<file path="src/rtl/instr_fetch.sv">
// Instruction fetch stage: owns the PC, resolves unconditional B/BL in fetch,
// and fills the IF/ID register; downstream redirects flush the slot.
module instr_fetch #(
  parameter logic [63:0] RESET_PC  = 64'h0,
  parameter logic [31:0] NOP_INSTR = 32'hD503201F
) (
  input  logic        clk,
  input  logic        reset,
  input  logic        stall,
  input  logic        redirect,
  input  logic [63:0] redirect_pc,
  output logic [63:0] imem_addr,
  input  logic [31:0] imem_instr,
  output logic        id_valid,
  output logic [31:0] id_instr,
  output logic [63:0] id_pc,
  output logic [63:0] id_pc_plus4,
  output logic [31:0] fetch_cnt
);

  logic [63:0] pc_q, pc_d;
  logic        valid_q, valid_d;
  logic [31:0] instr_q, instr_d;
  logic [63:0] id_pc_q, id_pc_d;
  logic [63:0] plus4_q, plus4_d;
  logic [31:0] cnt_q, cnt_d;

  logic [5:0]  opcode;
  logic        is_branch;
  logic [63:0] br_offset;
  logic [63:0] br_target;
  logic [63:0] pc_plus4;

  assign opcode    = imem_instr[31:26];
  assign is_branch = (opcode == 6'b000101) || (opcode == 6'b100101);
  // imm26 is a word offset: sign-extend, then scale to bytes
  assign br_offset = {{36{imem_instr[25]}}, imem_instr[25:0], 2'b00};
  assign br_target = pc_q + br_offset;
  assign pc_plus4  = pc_q + 64'd4;

  always_comb begin
    pc_d    = pc_q;
    valid_d = valid_q;
    instr_d = instr_q;
    id_pc_d = id_pc_q;
    plus4_d = plus4_q;
    cnt_d   = cnt_q;
    if (redirect) begin
      // Redirect beats stall; id_pc/id_pc_plus4 keep their stale values
      pc_d    = {redirect_pc[63:2], 2'b00};
      valid_d = 1'b0;
      instr_d = NOP_INSTR;
    end else if (!stall) begin
      valid_d = 1'b1;
      instr_d = imem_instr;
      id_pc_d = pc_q;
      plus4_d = pc_plus4;
      cnt_d   = cnt_q + 32'd1;
      pc_d    = is_branch ? br_target : pc_plus4;
    end
  end

  always_ff @(posedge clk or negedge reset) begin
    if (!reset) begin
      pc_q    <= RESET_PC;
      valid_q <= 1'b0;
      instr_q <= NOP_INSTR;
      id_pc_q <= 64'h0;
      plus4_q <= 64'h0;
      cnt_q   <= 32'h0;
    end else begin
      pc_q    <= pc_d;
      valid_q <= valid_d;
      instr_q <= instr_d;
      id_pc_q <= id_pc_d;
      plus4_q <= plus4_d;
      cnt_q   <= cnt_d;
    end
  end

  assign imem_addr   = pc_q;
  assign id_valid    = valid_q;
  assign id_instr    = instr_q;
  assign id_pc       = id_pc_q;
  assign id_pc_plus4 = plus4_q;
  assign fetch_cnt   = cnt_q;

endmodule

</file>
<file path="config.mk">
export PLATFORM = sky130hd
export DESIGN_NAME = instr_fetch
export DESIGN_NICKNAME = d
export VERILOG_FILES = /design/src/rtl/instr_fetch.sv
export SDC_FILE = /design/constraint.sdc
export NUM_CORES = 1
export LEC_CHECK = 0
export BUFFER_PORTS_ARGS = -buffer_cell sky130_fd_sc_hd__buf_2
export CORE_MARGIN = 4
export CORE_UTILIZATION = 38
export DETAILED_ROUTE_END_ITERATION = 8
export HOLD_SLACK_MARGIN = 0.05
export SYNTH_ARGS = -nofsm -noshare
export SYNTH_HDL_FRONTEND = slang
export SYNTH_SLANG_ARGS = --single-unit
</file>
<file path="constraint.sdc">
create_clock -name clk -period 7.2 [get_ports clk]
set_clock_uncertainty 0.1 [all_clocks]
set_input_delay 1.08 -clock clk [delete_from_list [all_inputs] [get_ports clk]]
set_output_delay 1.08 -clock clk [all_outputs]
set_load 0.005 [all_outputs]
</file>
==> results of run 1 <==
==> stage by stage <==
stage,utilization [%],std cells,area [sq um]
4_1_cts,46.1,2678,18800
6_report,46.1,2680,18800
3_5_place_dp,43.4,2623,17700
5_1_grt,46.1,2678,18800
3_3_place_gp,43.4,2623,17700
2_1_floorplan,-,1850,15700
==> metal layers <==
layer | global-route usage, % | vias up | routed length [um]
met5 | 0 | - | 46
met4 | 6.42 | 6 | 1430
met3 | 4.43 | 85 | 3580
met2 | 36.5 | 431 | 23800
met1 | 30.2 | 7004 | 22300
li1 | - | 7039 | -
==> cells in the mapped netlist (all sizes together) (18+ instances only) <==
| master | count | area share (%) |
|---|---|---|
| a21oi | 127 | 4.1 |
| a21o | 48 | 2.3 |
| xnor2 | 71 | 4.0 |
| nand3 | 58 | 2.0 |
| and3 | 25 | 1.0 |
| ha | 63 | 5.0 |
| dfrtp | 238 | 38 |
| o21ai | 149 | 4.8 |
| mux2i | 37 | 2.4 |
| a31oi | 22 | 0.92 |
| inv | 22 | 0.53 |
| clkbuf | 89 | 2.2 |
| nor2 | 119 | 3.0 |
| xor2 | 72 | 4.0 |
| nand4 | 32 | 1.3 |
| nand2 | 392 | 9.4 |
| nor2b | 18 | 0.72 |
| nor3 | 36 | 1.3 |
| buf | 32 | 1.0 |
==> final timing paths <==
kind                                                   to  slack (ns)  depth (start not counted)
max in group asynchronous           id_pc[57]$_DFFE_PN0P_        5.10                          2
worst min register to register      id_pc[11]$_DFFE_PN0P_        0.37                          2
worst max register to register  imem_addr[48]$_DFFE_PN0N_        3.22                         12
worst max-delay path            imem_addr[58]$_DFFE_PN0N_        3.03                         12
worst min-delay path                id_pc[11]$_DFFE_PN0P_        0.37                          2
min in group asynchronous           id_pc[27]$_DFFE_PN0P_        0.48                          1
==> placed cells by master (no fill, tap or decap), types with 5 or more instances in the layout <==
master,netlist,layout
nand2_1,391,391
buf_2,13,345
dfrtp_1,238,238
o21ai_0,140,140
a21oi_1,127,127
nor2_1,115,114
xor2_1,72,72
xnor2_1,71,71
ha_1,63,63
nand3_1,54,53
a21o_1,48,48
mux2i_1,37,37
nor3_1,33,33
nand4_1,32,32
clkbuf_16,0,31
and3_1,25,24
inv_1,22,22
a31oi_1,21,21
nor2b_1,18,18
o22ai_1,17,17
buf_4,6,15
o21bai_1,13,13
dfstp_2,13,13
and4_1,11,11
o221ai_1,11,11
and2_1,9,9
a211oi_1,9,9
o311ai_0,8,8
o21ai_1,7,7
nand2b_1,7,7
a211o_1,7,7
nor4_1,6,6
conb_1,1,6
o21a_1,5,5
o31ai_1,5,5
bufinv_16,0,5
clkbuf_8,0,5
clkbuf_1,84,5
==> registers in the layout, indices dropped and copies added, names as in the netlist <==
register	flops
fetch_cnt	32
imem_addr	62
id_pc_plus4	62
id_valid	1
id_instr	32
id_pc	62
==> cells by family (layout without fill, tap and decap cells) <==
group,count (synthesis),in the layout
adder cells (fa/ha/maj),64,64
XOR/XNOR,143,143
other,1,8
buffers and inverters,144,440
AO/OA/AOI/OAI,472,472
AND/OR/NAND/NOR,730,730
flip-flops,251,251
multiplexers,40,40
==> layout make-up <==
type	instances	area, sq um
Tap cell	532	666
Multi-Input combinational cell	1455	8830
Clock inverter	14	209
Sequential cell	251	6300
Clock buffer	41	863
Antenna cell	2	5.00
Fill cell	4117	22000
Timing Repair Buffer	362	1870
Inverter	23	86.3
==> critical path: cells and delay by family <==
family	cells	cell delay, ns
adders and majority gates	1	0.49
xor gates and xnor gates	1	0.15
buffers and inverters	1	0.66
AOI/OAI and AO/OA	9	2.11
==> power by group <==
part	switching (mW)	internal, mW	total [mW]
Combinational	0.625	0.451	1.08
Clock	0.631	1.02	1.65
Sequential	0.168	1.58	1.75
==> results.toml, run 1 <==
[outcome]
status = "finished, final reports clean"

[timing]
fmax_mhz = 240
hold_violations = 0
maxSlewViolCount = 0
holdWs_ns = 0.368
tightest_slew_ns = 1.05
slew_headroom_pct = 29.7
rsz0062_at_grt = "false"
setup_viol = 0
timing.final.ws_setup_ns = 3.03
period_needed_ns = 4.17
final.setup.tns_ns = 0
fin_crit_sh_pct = 57.9

[synthesis]
synth_xor_area_share_pct = 7.99
seq_area_frac_synth_pct = 40.2
synth_edf_count = 0
ys_async_sr_fraction_pct = 100
syn_inst = 1845
synth_area_sq_um = 15700
synth_top_family_by_area = "simple AND/OR/NAND/NOR gates"
synth-main-ff-cell = "dfrtp_1"
synth_fa_ha_area_share_pct = 5.16
synth-simple-area-share_pct = 21.2
muxShareOfSynthArea_pct = 2.58
ys_types = 90
synth_warnings = 0
synth-seq-cells = 251
synth_area_per_cell_sq_um = 8.49
synth_compound_area_share_pct = 19.1

[global_routing]
overflow = 0
grt_pass1_vias = 14403
grt_pass1_wl_um = 81000
grt_usage_pct = 22.3
grt_max_degree = 111
antenna_found_initial = 4

[setup_path]
cp_max_fo = 41
startpoint_type = "input port"
worstSetupStartpoint = "imem_instr[25]"
max_stage_delay_ns = 0.66
cp-end-kind = "register"
r2r_start = "imem_addr[2]$_DFFE_PN0N_"
crit_path_cell_trace = "buf_2 > ha_1 > a221oi_1 > o21ai_0 > a21oi_1 > o21ai_0 > o31ai_4 > o21ai_2 > a21oi_1 > o21bai_1 > xor2_1 > a221o_1"
crit_type = "in -> reg"
critPathSlowestCell = "buf_2"
critical_path_required_ns = 7.53
crit_arrival_ns = 4.50

[placed_design]
hpwlAfterDp_um = 37000
place_congestion = 0.865
detailedPlace.worstSlack_ns = 2.55
io_buffers = 348

[final_layout]
drive_gt1_share_pct = 21.8
area_growth_pct = 20.1
fin_nets = 2287

[clock_tree]
cts_tree = "yes"
cts_buffers = 30
cts.reportedPaths.clkPinSlew_ns = 0.06
hold_buffers = 0
cts_buffer_depth = 3
cts.sinks = 251
htree_levels = 1
post_cts.repair.setup_buffers = 0
cts-root-buf = "clkbuf_16"
post_cts_resized = 0
clk-insertion-delay-late_ns = 0.57

[routing]
drc = 0
ant_nets = 0
num_vias = 14565
vias_per_cell = 5.43
wirelength_um = 51200
wl_per_cell_um = 19.1
drtIter0Drc = 1227
drt-pass1-iter-count = 5

[die]
boundaryPins = 357
core_area_sq_um = 40800
die_x_um = 211
dieHeight_um = 211
start_util_pct = 38.4
rows = 74
die-area_sq_um = 44500

[power_and_ir_drop]
p_total_mw = 4.47
power_density_nw_per_um2 = 237
total_leakage_power_nw = 9.01
vdd_drop_max_v = 0.000171

[hold_path]
min_path_type = "reg -> reg"
hp-start = "id_pc[11]$_DFFE_PN0P_"

[run]
maxCapViolCount = 0
Power figures use the tool's default switching activity.
==> run 2: changes to the inputs <==
Settings changed: ABC_AREA set to 1.
Clock period 7.2 ns to 3.5 ns, I/O delays scaled along.
==> results.toml, run 2 <==
[final_layout]
layout_common_cells = "934 x nand2_1, 397 x inv_1, 347 x buf_2"
area_growth_pct = 21.8
layout_commonest_cell = "nand2_1"
fin_nets = 3200
n_antenna_cell = 0
drive_gt1_share_pct = 15.9
postLayoutCellArea_sq_um = 21400

[timing]
fin_crit_sh_pct = 84.7
setup_viol = 0
final.setup.tns_ns = 0
timing.final.ws_setup_ns = 0.535
slew_headroom_pct = 31.7
maxSlewViolCount = 0
rsz0062_at_grt = "false"
tightest_slew_ns = 1.02
period_needed_ns = 2.96
fmax_mhz = 337
hold_violations = 0

[global_routing]
grt_pass1_vias = 18575
overflow = 0
grt_max_degree = 111
grt_pass1_wl_um = 116000
antenna_found_initial = 3
grt_usage_pct = 30.5

[placed_design]
place_area_sq_um = 20200
io_buffers = 348
detailedPlace.worstSlack_ns = 0.366
place_congestion = 0.999
hpwlAfterDp_um = 64200

[hold_path]
min_path_type = "in -> reg"

[power_and_ir_drop]
power_switching_mw = 3.63
pwr-share-clk_pct = 34.5
internal_power_mw = 6.34
swShare_pct = 36.4
power_density_nw_per_um2 = 464
comb_power_share_pct = 28.7
p_total_mw = 9.96
vdd_drop_max_v = 0.000394
total_leakage_power_nw = 11.8
p_seq_share_pct = 36.7

[die]
die_x_um = 223
rows = 78
dieHeight_um = 223
die-area_sq_um = 49900
boundaryPins = 357
start_util_pct = 38.6
core_area_sq_um = 45600

[clock_tree]
cts_buffers = 30
cts.sinks = 251
htree_levels = 1
post_cts.repair.setup_buffers = 0
cts_buffer_depth = 3
clk-insertion-delay-late_ns = 0.59
post_cts_resized = 0
cts-root-buf = "clkbuf_16"
hold_buffers = 11
cts_tree = "yes"
cts.reportedPaths.clkPinSlew_ns = 0.06

[synthesis]
ys_types = 49
synth_edf_count = 0
syn_inst = 2664
synth.top_cell.area_share_pct = 33.8
synth-seq-cells = 251
synth_warnings = 0
synth_compound_area_share_pct = 11.2
synth-simple-area-share_pct = 34.1
ys_async_sr_fraction_pct = 100
synth.most_common_cell = "nand2_1"
synth_common_cells = "934 x nand2_1, 397 x inv_1, 238 x dfrtp_1, 217 x nor2_1, 174 x nand3_1"
synth_fa_ha_area_share_pct = 4.59
synth_top_family_by_area = "simple AND/OR/NAND/NOR gates"
seq_area_frac_synth_pct = 35.8
muxShareOfSynthArea_pct = 0.0568
synth_top_cells_by_area = "dfrtp_1 34%, nand2_1 20%, inv_1 8.5%"
synth_area_sq_um = 17600
synth_xor_area_share_pct = 4.03
synth_area_per_cell_sq_um = 6.61
yosysTopAreaCell = "dfrtp_1"
synth-main-ff-cell = "dfrtp_1"

[routing]
wl_per_cell_um = 21.7
drt-pass1-iter-count = 6
num_vias = 19303
ant_nets = 0
drtIter0Drc = 1616
vias_per_cell = 5.27
wirelength_um = 79300
drc = 0

[run]
maxCapViolCount = 0

[setup_path]
startpoint_type = "register"
critical_path_required_ns = 3.88
critPathSlowestCell = "a21oi_1"
worstSetupStartpoint = "imem_addr[2]$_DFFE_PN0N_"
cp-end-kind = "register"
cp_max_fo = 5
crit_path_cell_trace = "ha_1 > fa_1 > nand3_1 > nand3_1 > nand3_1 > nand3_1 > a21oi_1 > o21bai_1 > nand2_1 > nand3_1 > nand2_1 > nand2_1"
r2r_cells = 12
r2r_start = "imem_addr[2]$_DFFE_PN0N_"
reg2reg_slack_ns = 0.54
max_stage_delay_ns = 0.48
endpoint = "imem_addr[38]$_DFFE_PN0N_"
crit_type = "reg -> reg"
r2r-end = "imem_addr[38]$_DFFE_PN0N_"
crit_arrival_ns = 3.35
crit_path_frequent_cell = "nand3_1"

[outcome]
status = "finished, final reports clean"
run 2: cell types whose count changed after synthesis, sizes merged, moves of 36 or more:
cell	previous run	this run
a21oi	127	86
mux2i	37	1
nand3	58	175
xnor2	71	10
a21o	48	1
nand2	392	939
nor2	119	226
inv	22	399
run 2: per-stage QoR:
stage	cells	util [%]	hold WS (ns)
floorplan	2669	-	0.129
global placement	3593	44.4	0.354
detailed placement	3593	44.4	0.355
CTS	3660	47.1	0.0525
global route	3660	47.1	0.0702
finish	3660	47.1	0.0752
run 2: cells by family after synthesis:
logic type | after synthesis
XOR/XNOR | 81
other | 1
AO/OA/AOI/OAI | 345
buffers and inverters | 470
adder cells (fa/ha/maj) | 64
flip-flops | 251
multiplexers | 1
AND/OR/NAND/NOR | 1451
run 2: power by group through the flow:
stage	logic, mW	registers, mW	clock network (mW)
finish	2.86	3.66	3.44
global route	3.18	3.69	3.59
CTS	2.83	3.65	3.49
detailed placement	2.81	3.69	0
global placement	2.80	3.68	0
floorplan	1.53	3.60	0
run 2: how the worst min path moves through the flow:
stage / startpoint / slack (ns) / to / depth (start not counted)
2_1_floorplan: reset / 0.13 / fetch_cnt[0]$_DFFE_PN0P_ / 0
3_3_place_gp: fetch_cnt[31]$_DFFE_PN0P_ / 0.35 / fetch_cnt[31]$_DFFE_PN0P_ / 1
3_5_place_dp: id_pc[14]$_DFFE_PN0P_ / 0.36 / id_pc[14]$_DFFE_PN0P_ / 2
4_1_cts: redirect_pc[26] / 0.05 / imem_addr[26]$_DFFE_PN0N_ / 3
5_1_grt: redirect_pc[3] / 0.07 / imem_addr[3]$_DFFE_PN0N_ / 3
6_report: imem_instr[31] / 0.08 / id_instr[31]$_DFFE_PN1N_ / 2
run 2: final cells by class:
cell class / instances / area (sq um)
Timing Repair Buffer: 404 / 2260
Multi-Input combinational cell: 1948 / 9540
Clock buffer: 42 / 856
Fill cell: 4774 / 24100
Inverter: 401 / 1510
Clock inverter: 14 / 233
Sequential cell: 251 / 6300
Tap cell: 600 / 751
run 2: critical path: cells and delay by family, from the launching register on:
family                   cells  cell delay, ns
AND/OR/NAND/NOR              8            1.03
adder cells (fa/ha/maj)      2            0.74
AO/OA/AOI/OAI                2            0.59
flip-flops                   1            0.39
run 2: routing by layer:
layer  GRT usage (%)  share of wire (%)
met1            43.6                 45
met2            48.6                 44
met3            4.96                8.0
met4            7.16                2.7
met5               0              0.016
